[config.mk]
export PLATFORM = sky130hd
export DESIGN_NAME = raster_addr_gen_flat
export DESIGN_NICKNAME = d
export VERILOG_FILES = /design/src/rtl/raster_addr_gen_if.sv /design/src/rtl/raster_addr_gen.sv /design/src/flat_wrapper.sv
export SDC_FILE = /design/constraint.sdc
export NUM_CORES = 1
export LEC_CHECK = 0
export BUFFER_PORTS_ARGS = -buffer_cell sky130_fd_sc_hd__buf_4
export CORE_MARGIN = 1
export CORE_UTILIZATION = 64
export DETAILED_ROUTE_END_ITERATION = 8
export PLACE_DENSITY = 0.94
export SKIP_LAST_GASP = 1
export SLEW_MARGIN = 20
export SYNTH_ARGS = -nofsm -noshare
export SYNTH_HDL_FRONTEND = slang
export SYNTH_SLANG_ARGS = --single-unit
[constraint.sdc]
create_clock -name clk -period 12.8 [get_ports clk]
set_clock_uncertainty 0.2 [all_clocks]
set_input_delay 1.92 -clock clk [delete_from_list [all_inputs] [get_ports clk]]
set_output_delay 1.92 -clock clk [all_outputs]
set_load 0.05 [all_outputs]
[src/rtl/raster_addr_gen_if.sv]
// Handshake and configuration bundle for raster_addr_gen.
// The frame-buffer side drives through master; the generator uses slave.
interface raster_addr_gen_if #(
  parameter int ROW_W  = 11,
  parameter int COL_W  = 11,
  parameter int ADDR_W = ROW_W + COL_W
);
  logic              start;
  logic [COL_W-1:0]  col_max;
  logic [ROW_W-1:0]  row_max;
  logic              plane_en;
  logic [1:0]        plane_sel;
  logic              out_valid;
  logic              out_ready;
  logic [ADDR_W-1:0] address;
  logic [ROW_W-1:0]  row;
  logic [COL_W-1:0]  col;
  logic [1:0]        bayer_ph;
  logic              eol;
  logic              last;
  logic              busy;
  logic              frame_done;

  modport master (
    output start, col_max, row_max, plane_en, plane_sel, out_ready,
    input  out_valid, address, row, col, bayer_ph, eol, last, busy, frame_done
  );

  modport slave (
    input  start, col_max, row_max, plane_en, plane_sel, out_ready,
    output out_valid, address, row, col, bayer_ph, eol, last, busy, frame_done
  );
endinterface

[src/rtl/raster_addr_gen.sv]
// Raster / Bayer-plane address walker: emits row*col_max+col per handshake,
// built from a running row base so no multiplier is needed.
//   state  | meaning
//   S_IDLE | waiting for start, config inputs sampled on start
//   S_RUN  | beats being offered on out_valid
//   S_DONE | frame_done pulse, start ignored
module raster_addr_gen #(
  parameter int ROW_W  = 11,
  parameter int COL_W  = 11,
  parameter int ADDR_W = ROW_W + COL_W
) (
  input  logic clk,
  input  logic rst,
  raster_addr_gen_if.slave bus
);
  localparam int CW1 = COL_W + 1;
  localparam int RW1 = ROW_W + 1;

  typedef enum logic [1:0] {
    S_IDLE = 2'd0,
    S_RUN  = 2'd1,
    S_DONE = 2'd2
  } state_t;

  state_t            state_q, state_d;
  logic [COL_W-1:0]  col_max_q, col_max_d;
  logic [ROW_W-1:0]  row_max_q, row_max_d;
  logic              plane_q, plane_d;
  logic              c0_q, c0_d;
  logic [ADDR_W-1:0] rstep_q, rstep_d;
  logic [ADDR_W-1:0] rbase_q, rbase_d;
  logic [ADDR_W-1:0] addr_q, addr_d;
  logic [ROW_W-1:0]  row_q, row_d;
  logic [COL_W-1:0]  col_q, col_d;
  logic              eol_q, eol_d;
  logic              last_q, last_d;

  logic              r0_in, c0_in, empty_in;
  logic [1:0]        step_cur, step_nx;
  logic [CW1-1:0]    col_nx_w;
  logic [RW1-1:0]    row_nx_w;

  always_comb begin
    state_d   = state_q;
    col_max_d = col_max_q;
    row_max_d = row_max_q;
    plane_d   = plane_q;
    c0_d      = c0_q;
    rstep_d   = rstep_q;
    rbase_d   = rbase_q;
    row_d     = row_q;
    col_d     = col_q;

    r0_in    = bus.plane_en & bus.plane_sel[1];
    c0_in    = bus.plane_en & bus.plane_sel[0];
    empty_in = (bus.col_max <= COL_W'(c0_in)) || (bus.row_max <= ROW_W'(r0_in));
    step_cur = plane_q ? 2'd2 : 2'd1;

    unique case (state_q)
      S_IDLE: begin
        if (bus.start) begin
          col_max_d = bus.col_max;
          row_max_d = bus.row_max;
          plane_d   = bus.plane_en;
          c0_d      = c0_in;
          // Row stride is col_max or 2*col_max; the starting row is 0 or 1.
          rstep_d   = bus.plane_en ? (ADDR_W'(bus.col_max) << 1) : ADDR_W'(bus.col_max);
          rbase_d   = r0_in ? ADDR_W'(bus.col_max) : '0;
          row_d     = ROW_W'(r0_in);
          col_d     = COL_W'(c0_in);
          state_d   = empty_in ? S_DONE : S_RUN;
        end
      end
      S_RUN: begin
        if (bus.out_ready) begin
          if (last_q) begin
            state_d = S_DONE;
          end else if (eol_q) begin
            col_d   = COL_W'(c0_q);
            row_d   = row_q + ROW_W'(step_cur);
            rbase_d = rbase_q + rstep_q;
          end else begin
            col_d = col_q + COL_W'(step_cur);
          end
        end
      end
      S_DONE:  state_d = S_IDLE;
      default: state_d = S_IDLE;
    endcase

    // Flags for the beat about to be presented, one bit wider to absorb col+2 overflow.
    step_nx  = plane_d ? 2'd2 : 2'd1;
    col_nx_w = {1'b0, col_d} + CW1'(step_nx);
    row_nx_w = {1'b0, row_d} + RW1'(step_nx);
    addr_d   = rbase_d + ADDR_W'(col_d);
    eol_d    = (state_d == S_RUN) && (col_nx_w >= {1'b0, col_max_d});
    last_d   = eol_d && (row_nx_w >= {1'b0, row_max_d});
  end

  always_ff @(posedge clk or posedge rst) begin
    if (rst) begin
      state_q   <= S_IDLE;
      col_max_q <= '0;
      row_max_q <= '0;
      plane_q   <= 1'b0;
      c0_q      <= 1'b0;
      rstep_q   <= '0;
      rbase_q   <= '0;
      addr_q    <= '0;
      row_q     <= '0;
      col_q     <= '0;
      eol_q     <= 1'b0;
      last_q    <= 1'b0;
    end else begin
      state_q   <= state_d;
      col_max_q <= col_max_d;
      row_max_q <= row_max_d;
      plane_q   <= plane_d;
      c0_q      <= c0_d;
      rstep_q   <= rstep_d;
      rbase_q   <= rbase_d;
      addr_q    <= addr_d;
      row_q     <= row_d;
      col_q     <= col_d;
      eol_q     <= eol_d;
      last_q    <= last_d;
    end
  end

  assign bus.out_valid  = (state_q == S_RUN);
  assign bus.busy       = (state_q != S_IDLE);
  assign bus.frame_done = (state_q == S_DONE);
  assign bus.address    = addr_q;
  assign bus.row        = row_q;
  assign bus.col        = col_q;
  assign bus.bayer_ph   = {row_q[0], col_q[0]};
  assign bus.eol        = eol_q;
  assign bus.last       = last_q;
endmodule
[src/flat_wrapper.sv]
// flat-port wrapper written by rule: the top's interface ports become plain ports
module raster_addr_gen_flat 
#(
  parameter int ROW_W  = 11,
  parameter int COL_W  = 11,
  parameter int ADDR_W = ROW_W + COL_W
)
  (clk, rst, bus_start, bus_col_max, bus_row_max, bus_plane_en, bus_plane_sel, bus_out_ready, bus_out_valid, bus_address, bus_row, bus_col, bus_bayer_ph, bus_eol, bus_last, bus_busy, bus_frame_done);
  raster_addr_gen_if #(.ROW_W(ROW_W), .COL_W(COL_W), .ADDR_W(ADDR_W)) bus_i ();
  input  logic clk;
  input  logic rst;
  input wire logic [$bits(bus_i.start)-1:0] bus_start;
  input wire logic [$bits(bus_i.col_max)-1:0] bus_col_max;
  input wire logic [$bits(bus_i.row_max)-1:0] bus_row_max;
  input wire logic [$bits(bus_i.plane_en)-1:0] bus_plane_en;
  input wire logic [$bits(bus_i.plane_sel)-1:0] bus_plane_sel;
  input wire logic [$bits(bus_i.out_ready)-1:0] bus_out_ready;
  output wire logic [$bits(bus_i.out_valid)-1:0] bus_out_valid;
  output wire logic [$bits(bus_i.address)-1:0] bus_address;
  output wire logic [$bits(bus_i.row)-1:0] bus_row;
  output wire logic [$bits(bus_i.col)-1:0] bus_col;
  output wire logic [$bits(bus_i.bayer_ph)-1:0] bus_bayer_ph;
  output wire logic [$bits(bus_i.eol)-1:0] bus_eol;
  output wire logic [$bits(bus_i.last)-1:0] bus_last;
  output wire logic [$bits(bus_i.busy)-1:0] bus_busy;
  output wire logic [$bits(bus_i.frame_done)-1:0] bus_frame_done;
  assign bus_i.start = bus_start;
  assign bus_i.col_max = bus_col_max;
  assign bus_i.row_max = bus_row_max;
  assign bus_i.plane_en = bus_plane_en;
  assign bus_i.plane_sel = bus_plane_sel;
  assign bus_i.out_ready = bus_out_ready;
  assign bus_out_valid = bus_i.out_valid;
  assign bus_address = bus_i.address;
  assign bus_row = bus_i.row;
  assign bus_col = bus_i.col;
  assign bus_bayer_ph = bus_i.bayer_ph;
  assign bus_eol = bus_i.eol;
  assign bus_last = bus_i.last;
  assign bus_busy = bus_i.busy;
  assign bus_frame_done = bus_i.frame_done;
  raster_addr_gen #(.ROW_W(ROW_W), .COL_W(COL_W), .ADDR_W(ADDR_W)) u_core (.clk(clk), .rst(rst), .bus(bus_i));
endmodule
==> flow_metrics.tcl, run 1 <==
set metrics [dict create \
    cts_sinks 106 \
    numPortBuffers 79 \
    grt_max_degree 62 \
    die_x_microns 106 \
    grt_usage 0.339 \
    ys.flop_type "dfrtp_1" \
    path_cells "buf_4 -> and2_2 -> nor2_1 -> a21oi_1 -> ha_1 -> inv_1 -> fa_1 -> nand3b_1 -> nor4_1 -> and3b_1 -> nand3_1 -> xnor2_1 -> ha_1 -> and3_1 -> o211ai_1 -> a32oi_2" \
    cp_max_fo 32 \
    power_leakage_nw 3.94 \
    die_area_sq_um 11200 \
    drv_cap 0 \
    antennaDiodeCount 0 \
    status "finished clean" \
    initial_core_util 0.664 \
    vias 5806 \
    cts_resized 0 \
    drt_wl_total_mm 17.8 \
    htree_levels 3 \
    cts_buffers 9 \
    hp-class "flip-flop to flip-flop" \
    fin_setup_tns_ps 0 \
    fmax_ghz 0.173 \
    vdd_ir_drop_max_uv 204 \
    areaGrowthSynthToFinish_pct 12.4 \
    rsz0062_at_grt "no" \
    grtUsageMet3 0.0601 \
    fin_crit_sh 0.453 \
    cp_slowest_cell "and2_2" \
    powerDensity_nw_per_um2 220 \
    place_inst 918 \
    syn-num-nets 816 \
    viasPerCell 6.22 \
    grt_use_met1 0.443 \
    drive_above_1_share 0.159 \
    seq_area_frac_synth 0.384 \
    syn_avg_cell_area_sq_um 9.52 \
    grt_pass1_wl_mm 29.2 \
    overflow 0 \
    core_sq_um 10400 \
    async_flop_share 1.00 \
    antenna_found_initial 0 \
    rows 37 \
    die_h_microns 106 \
    cts_setup_buffers 0 \
    grt_pass1_vias 5836 \
    crit_top_cell "ha_1" \
    end_kind "flip-flop" \
    synth_seq_cells 106 \
    insertion_delay_ps 390 \
    hpwl_mm 13.3 \
    drc_errors 0 \
    use_met2 0.541 \
    ant_nets 0 \
    ys_warn_count 0 \
    relSlewSlack 0.430 \
    avgRoutedWirePerCell_microns 19.1 \
    final_cell_mix "106 x dfrtp_1, 81 x buf_4, 74 x nand2_1" \
    critPathArrivalTime_ps 5890 \
    nets 883 \
    setup-violations-final 0 \
    critPathKind "input pin to flip-flop" \
    critPathTopFamily "simple AND/OR/NAND/NOR gates" \
    grt.busiest_layer "met2" \
    synth_enable_flop_cells 0 \
    fin_cells 933 \
    holdBufCountCts 0 \
    min_period_ps 5790 \
    first_pass_iters 6 \
    drv_slew 0 \
    final_hold_viol_count 0 \
    tightestPinTransition_ps 849 \
    root_buffer "clkbuf_8" \
    clk_pin_slew_worst_paths_ps 100 \
    slowest_delay_ps 590 \
    first_iter_violations 488 \
    netlist_area_sq_um 6910 \
    cp-start-kind "input pin" \
    clockBufferDepth 2 \
    fin_total_pwr_w 0.00171 \
    placed_area_sq_um 7560 \
    layout_commonest_cell "dfrtp_1" \
    cts_tree "built" \
    ios 80 \
    gp_congestion 0.921 \
    crit_buf_inv 2 \
    worstPathRequired_ps 12900 \
    fin_area_sq_um 7770 \
    synthCells 726 \
    ys_types 74 \
]
[sequential cells by signal, summed over array words and instances (netlist names)]
| register | flops |
|---|---|
| u_core.bus.address | 22 |
| u_core.bus.col | 11 |
| u_core.bus.eol | 1 |
| u_core.bus.last | 1 |
| u_core.bus.row | 11 |
| u_core.c0_q | 1 |
| u_core.col_max_q | 11 |
| u_core.plane_q | 1 |
| u_core.rbase_q | 22 |
| u_core.row_max_q | 11 |
| u_core.rstep_q | 12 |
| u_core.state_q | 2 |
[final cells by class]
cell class | count | area [sq um]
Clock buffer | 10 | 128
Fill cell | 731 | 2640
Clock inverter | 5 | 85.1
Sequential cell | 106 | 2650
Timing Repair Buffer | 81 | 608
Inverter | 55 | 209
Tap cell | 136 | 170
Multi-Input combinational cell | 540 | 3920
[routing by layer]
| layer | vias up | wire (microns) |
|---|---|---|
| li1 | 2692 | - |
| met1 | 2747 | 7370 |
| met2 | 297 | 8290 |
| met3 | 70 | 1410 |
| met4 | 0 | 775 |
| met5 | - | 0 |
[where the power goes]
| group | internal (W) | switching (W) |
|---|---|---|
| logic | 0.000364 | 0.000614 |
| clock network | 0.000111 | 0.000120 |
| registers | 0.000435 | 0.0000659 |
[worst register-to-register path, cell delays in order (launching register included)]
cell	delay, ps
dfrtp_1	540
nor2_1	360
and2_2	650
nor2_1	120
a21oi_1	510
ha_1	270
inv_1	50
fa_1	400
nand3b_1	210
nor4_1	410
and3b_1	260
nand3_1	110
xnor2_1	160
ha_1	300
and3_1	150
o211ai_1	110
a32oi_2	200
[cells in the mapped netlist (16+ instances only)]
library cell | n | area, sq um
nand3_1 | 22 | 110
a21oi_1 | 41 | 205
o21ai_0 | 37 | 185
clkbuf_1 | 16 | 60.1
dfrtp_1 | 106 | 2650
xnor2_1 | 34 | 298
mux2i_1 | 30 | 300
xor2_1 | 27 | 236
inv_1 | 55 | 206
ha_1 | 55 | 688
nand2_1 | 74 | 278
nor2_1 | 53 | 199
[metrics by stage]
stage,hold WS [ps],util,setup slack [ps]
floorplan,241,-,6860
global placement,256,0.726,6830
detailed placement,277,0.726,6630
CTS,300,0.746,7010
global route,326,0.746,6670
finish,293,0.746,7010
[kinds of logic (layout without fill, tap and decap cells)]
family                   after synthesis  after routing  share of synthesized area
multiplexers                          30             30                     0.0434
AND/OR/NAND/NOR                      231            231                      0.177
buffers and inverters                 80            151                     0.0492
flip-flops                           106            106                      0.384
AO/OA/AOI/OAI                        157            157                      0.152
XOR/XNOR                              61             61                     0.0773
adder cells (fa/ha/maj)               61             61                      0.117
[worst paths after layout]
kind / from / end / slack, ps / depth (start not counted)
min: u_core.col_max_q[1] / u_core.col_max_q[1] / 290 / 2
min reg2reg: u_core.col_max_q[1] / u_core.col_max_q[1] / 290 / 2
max: bus_start / u_core.bus.last / 7010 / 16
max in group asynchronous: rst / u_core.col_max_q[0] / 9830 / 3
max reg2reg: u_core.state_q[0] / u_core.bus.last / 7710 / 16
min in group asynchronous: rst / u_core.rbase_q[18] / 1390 / 2
Note: power is estimated with default switching activity, not from simulation.
==> run 2: changes to the inputs <==
--- a/config.mk
+++ b/config.mk
@@ -5,11 +5,12 @@
 export SDC_FILE = /design/constraint.sdc
 export NUM_CORES = 1
 export LEC_CHECK = 0
+export ABC_AREA = 1
 export BUFFER_PORTS_ARGS = -buffer_cell sky130_fd_sc_hd__buf_4
 export CORE_MARGIN = 1
-export CORE_UTILIZATION = 64
+export CORE_UTILIZATION = 54
 export DETAILED_ROUTE_END_ITERATION = 8
-export PLACE_DENSITY = 0.94
+export PLACE_DENSITY = 0.85
 export SKIP_LAST_GASP = 1
 export SLEW_MARGIN = 20
 export SYNTH_ARGS = -nofsm -noshare
==> constraint.sdc (replaced) <==
create_clock -name clk -period 4.85 [get_ports clk]
set_clock_uncertainty 0.2 [all_clocks]
set_input_delay 0.7275 -clock clk [delete_from_list [all_inputs] [get_ports clk]]
set_output_delay 0.7275 -clock clk [all_outputs]
set_load 0.05 [all_outputs]
==> flow_metrics.tcl, run 2 <==
set metrics [dict create \
    nets 1176 \
    ios 80 \
    relSlewSlack 0.334 \
    grt_max_degree 78 \
    synthSimpleGateAreaFrac 0.280 \
    holdBufCountCts 0 \
    ant_nets 0 \
    placed_area_sq_um 8280 \
    cts_buffers 9 \
    seq_area_frac_synth 0.353 \
    reg2regPathDepth 23 \
    antenna_found_initial 0 \
    layout_commonest_cell "nand2_1" \
    ys_warn_count 0 \
    die_x_microns 120 \
    cp_max_fo 48 \
    fin_area_sq_um 8630 \
    synthXorXnorAreaFrac 0.0419 \
    min_period_ps 4400 \
    initial_core_util 0.561 \
    fin_crit_sh 0.908 \
    ys_types 52 \
    htree_levels 3 \
    first_pass_iters 5 \
    syn_avg_cell_area_sq_um 7.46 \
    drc_errors 0 \
    async_flop_share 1.00 \
    rows 42 \
    vias 7062 \
    first_iter_violations 629 \
    yosysMostFrequentCell "nand2_1" \
    hold_depth 2 \
    numPortBuffers 79 \
    hpwl_mm 15.3 \
    antennaDiodeCount 0 \
    dpl_worst_slack_ps 303 \
    viasPerCell 5.57 \
    synth_mux_area_frac 0 \
    met3WireLength_mm 1.51 \
    ys_top_cells_by_count "228 x nand2_1, 157 x inv_1, 106 x dfrtp_1, 95 x nor2_1, 64 x nand3_1" \
    grt_pass1_wl_mm 33.7 \
    ys.flop_type "dfrtp_1" \
    fin_cells 1267 \
    die_area_sq_um 14400 \
    cts_resized 0 \
    critPathKind "flip-flop to flip-flop" \
    clk_pin_slew_worst_paths_ps 70 \
    die_h_microns 120 \
    synthCells 1009 \
    worstPathRequired_ps 4900 \
    top_layer "met4" \
    fin_total_pwr_w 0.00615 \
    yosysTopAreaCellShare 0.353 \
    syn-num-nets 1099 \
    final_hold_viol_count 0 \
    grt_pass1_vias 6858 \
    synth_top_family_by_area "simple AND/OR/NAND/NOR gates" \
    vdd_ir_drop_max_uv 278 \
    final_cell_mix "228 x nand2_1, 156 x inv_1, 106 x dfrtp_1" \
    tightestPinTransition_ps 998 \
    drt_wl_total_mm 20.2 \
    synth_area_leaders "dfrtp_1 35%, nand2_1 11%, ha_1 9.1%" \
    synth-adder-area-share 0.107 \
    avgRoutedWirePerCell_microns 16.0 \
    hp-class "flip-flop to flip-flop" \
    critPathArrivalTime_ps 4450 \
    drive_above_1_share 0.148 \
    power_leakage_nw 4.52 \
    setup-violations-final 0 \
    wl_met2_mm 9.68 \
    synth_enable_flop_cells 0 \
    fin_setup_tns_ps 0 \
    areaGrowthSynthToFinish_pct 14.7 \
    cts_tree "built" \
    core_sq_um 13400 \
    clockBufferDepth 2 \
    drv_slew 0 \
    status "finished clean" \
    grt_usage 0.301 \
    drt-met1-wl_mm 8.38 \
    fill_cells 1178 \
    powerDensity_nw_per_um2 713 \
    yosysTopAreaCell "dfrtp_1" \
    cts_sinks 106 \
    root_buffer "clkbuf_16" \
    synth_seq_cells 106 \
    rsz0062_at_grt "no" \
    place_inst 1251 \
    synth_compound_area_frac 0.115 \
    cts_setup_buffers 0 \
    gp_congestion 0.918 \
    insertion_delay_ps 360 \
    cp-start-kind "flip-flop" \
    drv_cap 0 \
    worst_slack_ps 447 \
    netlist_area_sq_um 7520 \
    overflow 0 \
    fmax_ghz 0.227 \
    end_kind "flip-flop" \
]
## run 2: cell count changes in the layout (fill, tap and decap cells not counted), moves of 13 or more
cell / previous run / this run
inv_2: 0 / 13
nand4_1: 6 / 23
inv_1: 54 / 156
nand2_1: 74 / 228
nand3_1: 22 / 64
a21oi_1: 41 / 59
xnor2_1: 34 / 13
a21o_1: 15 / 2
mux2i_1: 30 / 0
nor2_1: 53 / 95
## run 2: area by class of cell
class / instances / area (sq um) / area share
Sequential cell: 106 / 2650 / 0.307
Clock buffer: 12 / 246 / 0.0286
Multi-Input combinational cell: 709 / 4100 / 0.475
Timing Repair Buffer: 88 / 661 / 0.0766
Clock inverter: 4 / 98.8 / 0.0115
Inverter: 172 / 651 / 0.0754
Tap cell: 176 / 220 / 0.0255
## run 2: final timing paths
check / slack, ps / start / endpoint
setup / recovery: 450 / u_core.state_q[1] / u_core.bus.eol
hold / removal: 300 / u_core.col_max_q[10] / u_core.col_max_q[10]
setup reg to reg: 450 / u_core.state_q[1] / u_core.bus.eol
hold reg to reg: 300 / u_core.col_max_q[10] / u_core.col_max_q[10]
max in group asynchronous: 3070 / rst / u_core.bus.row[10]
min in group asynchronous: 390 / rst / u_core.rstep_q[4]
## run 2: cells by family (layout without fill, tap and decap cells)
kind of cell             count (synthesis)  in the layout
buffers and inverters                  194            276
AND/OR/NAND/NOR                        464            464
XOR/XNOR                                36             36
adder cells (fa/ha/maj)                 61             61
AO/OA/AOI/OAI                          148            148
flip-flops                             106            106
## run 2: stage by stage
step                       util  hold WS, ps
after floorplan               -          244
after global placement    0.618          278
after detailed placement  0.618          290
after CTS                 0.644          304
after global routing      0.644          324
final                     0.644          303
## run 2: report_power, final
| part | leakage [nW] | switching, W | internal [W] |
|---|---|---|---|
| clock network | 0.167 | 0.000336 | 0.000520 |
| logic | 3.06 | 0.00252 | 0.00131 |
| registers | 1.30 | 0.000245 | 0.00122 |
## run 2: worst max-delay path, cell delays in order, from the launching register on
cell and delay (ps):
dfrtp_1 480, nor2_2 230, inv_2 160, nor2_4 110, buf_4 480, nand2_1 150
o211ai_1 200, ha_1 270, inv_1 70, fa_1 360, inv_1 160, nand3_1 150
xor2_1 180, ha_1 170, a21oi_1 140, nor2_1 70, a211oi_1 160, o21ai_0 110
nand2_1 70, nand2_1 40, nand2_1 60, nand3_1 70, nand2_1 130, inv_1 50
## run 2: per-layer routing
layer,GRT usage,vias up
met4,0.134,0
met2,0.489,315
met3,0.0613,52
li1,-,3417
met1,0.385,3278
met5,0,-
==> run 3: changes to the inputs <==
--- a/config.mk
+++ b/config.mk
@@ -8,9 +8,9 @@
 export ABC_AREA = 1
 export BUFFER_PORTS_ARGS = -buffer_cell sky130_fd_sc_hd__buf_4
 export CORE_MARGIN = 1
-export CORE_UTILIZATION = 54
+export CORE_UTILIZATION = 60
 export DETAILED_ROUTE_END_ITERATION = 8
-export PLACE_DENSITY = 0.85
+export PLACE_DENSITY = 0.89
 export SKIP_LAST_GASP = 1
 export SLEW_MARGIN = 20
 export SYNTH_ARGS = -nofsm -noshare
==> constraint.sdc (replaced) <==
create_clock -name clk -period 4.7 [get_ports clk]
set_clock_uncertainty 0.2 [all_clocks]
set_input_delay 0.705 -clock clk [delete_from_list [all_inputs] [get_ports clk]]
set_output_delay 0.705 -clock clk [all_outputs]
set_load 0.05 [all_outputs]
==> flow_metrics.tcl, run 3 (same netlist as run 2, synthesis figures left out) <==
set metrics [dict create \
    cp-start-kind "flip-flop" \
    cts_buffers 9 \
    first_pass_iters 6 \
    gp_congestion 0.955 \
    grt_usage 0.332 \
    rr_startpoint "u_core.bus.last" \
    crit_top_cell "nand2_1" \
    reg2regPathDepth 26 \
    relSlewSlack 0.408 \
    htree_levels 3 \
    root_buffer "clkbuf_16" \
    vias 7069 \
    cp_max_fo 8 \
    critPathKind "flip-flop to flip-flop" \
    areaGrowthSynthToFinish_pct 13.7 \
    worst_slack_ps 377 \
    core_sq_um 12100 \
    grt_pass1_vias 6667 \
    rows 40 \
    first_iter_violations 622 \
    cp_slowest_cell "dfrtp_1" \
    vdd_ir_drop_max_uv 329 \
    initial_core_util 0.621 \
    antennaDiodeCount 0 \
    crit_cells 26 \
    tightestPinTransition_ps 887 \
    drv_slew 0 \
    die_x_microns 114 \
    antenna_found_initial 0 \
    hp-class "flip-flop to flip-flop" \
    end_kind "flip-flop" \
    dpl_worst_slack_ps 163 \
    drv_cap 0 \
    fmax_ghz 0.231 \
    die_area_sq_um 13000 \
    cts_tree "built" \
    endpoint "u_core.bus.address[20]" \
    final_cell_mix "228 x nand2_1, 156 x inv_1, 106 x dfrtp_1" \
    ios 80 \
    power_leakage_nw 4.50 \
    layout_commonest_cell "nand2_1" \
    fin_setup_tns_ps 0 \
    cts_sinks 106 \
    drt_wl_total_mm 20.3 \
    grt_max_degree 71 \
    fill_cells 1006 \
    rsz0062_at_grt "no" \
    drive_above_1_share 0.150 \
    hpwl_mm 15.4 \
    cts_setup_buffers 0 \
    insertion_delay_ps 360 \
    grt_pass1_wl_mm 33.1 \
    min_period_ps 4320 \
    worstPathRequired_ps 4750 \
    reg2reg_to "u_core.bus.address[20]" \
    ant_nets 0 \
    clockBufferDepth 2 \
    avgRoutedWirePerCell_microns 16.1 \
    cts_resized 0 \
    slowest_delay_ps 450 \
    critPathArrivalTime_ps 4370 \
    status "finished clean" \
    nets 1178 \
    powerDensity_nw_per_um2 723 \
    ff2ff_setup_slack_ps 380 \
    crit_buf_inv 6 \
    critPathTopFamily "simple AND/OR/NAND/NOR gates" \
    setup-violations-final 0 \
    die_h_microns 114 \
    numPortBuffers 79 \
    overflow 0 \
    viasPerCell 5.61 \
    startpoint "u_core.bus.last" \
    clk_pin_slew_worst_paths_ps 70 \
    holdBufCountCts 0 \
    final_hold_viol_count 0 \
    fin_crit_sh 0.920 \
    drc_errors 0 \
]
## run 3: cell count changes in the layout (fill, tap and decap cells not counted)
cell / before / now
buf_4: 88 / 90
bufinv_16: 3 / 0
clkbuf_8: 1 / 0
clkinv_2: 0 / 3
clkinvlp_4: 0 / 1
## run 3: stage by stage
stage / hold WS [ps] / cell area (sq um) / util / cells / total power [W]
after detailed placement: 290 / 8290 / 0.684 / 1245 / 0.00540
after global routing: 351 / 8550 / 0.706 / 1261 / 0.00669
final: 309 / 8550 / 0.706 / 1261 / 0.00618
after CTS: 304 / 8550 / 0.706 / 1261 / 0.00614
after floorplan: 244 / 7520 / - / 1009 / 0.00432
after global placement: 261 / 8290 / 0.684 / 1245 / 0.00530
## run 3: power breakdown
part           internal, W  switching [W]
Sequential         0.00126       0.000252
Combinational      0.00135        0.00261
Clock             0.000358       0.000348
## run 3: how the worst min path moves through the flow
stage,start,end,cells past startpoint
global route,u_core.rstep_q[0],u_core.rstep_q[0],2
finish,u_core.col_max_q[10],u_core.col_max_q[10],2
CTS,u_core.col_max_q[10],u_core.col_max_q[10],2
global placement,u_core.col_max_q[10],u_core.col_max_q[10],2
detailed placement,u_core.col_max_q[10],u_core.col_max_q[10],2
floorplan,u_core.col_max_q[0],u_core.col_max_q[0],2
## run 3: routing by layer
| layer | share of wire | GRT usage |
|---|---|---|
| met5 | 0 | 0 |
| met4 | 0.037 | 0.132 |
| met3 | 0.094 | 0.0776 |
| met2 | 0.47 | 0.552 |
| met1 | 0.40 | 0.418 |
## run 3: cell type report
cell class                      instances  area, sq um  area share
Clock buffer                           11          233      0.0272
Tap cell                              168          210      0.0246
Inverter                              172          651      0.0761
Timing Repair Buffer                   90          676      0.0790
Sequential cell                       106         2650       0.310
Multi-Input combinational cell        709         4100       0.479
Clock inverter                          5         31.3     0.00366
## run 3: worst reg2reg max path: stages, from the launching register on
cell	delay, ps
dfrtp_1	450
inv_2	110
nand2_4	110
inv_4	130
nand2_4	110
nand2_1	110
inv_1	100
nor2_1	160
buf_4	170
nor2_1	40
nor3_1	370
ha_1	280
inv_1	70
fa_1	410
nand3b_1	200
nor2_1	110
nor2_1	80
nor2_1	160
nand2_1	80
nand3_1	100
nand2_1	60
nand2_1	90
nand2_1	120
nor2_4	190
nand3_1	100
nand2_1	80
inv_1	50
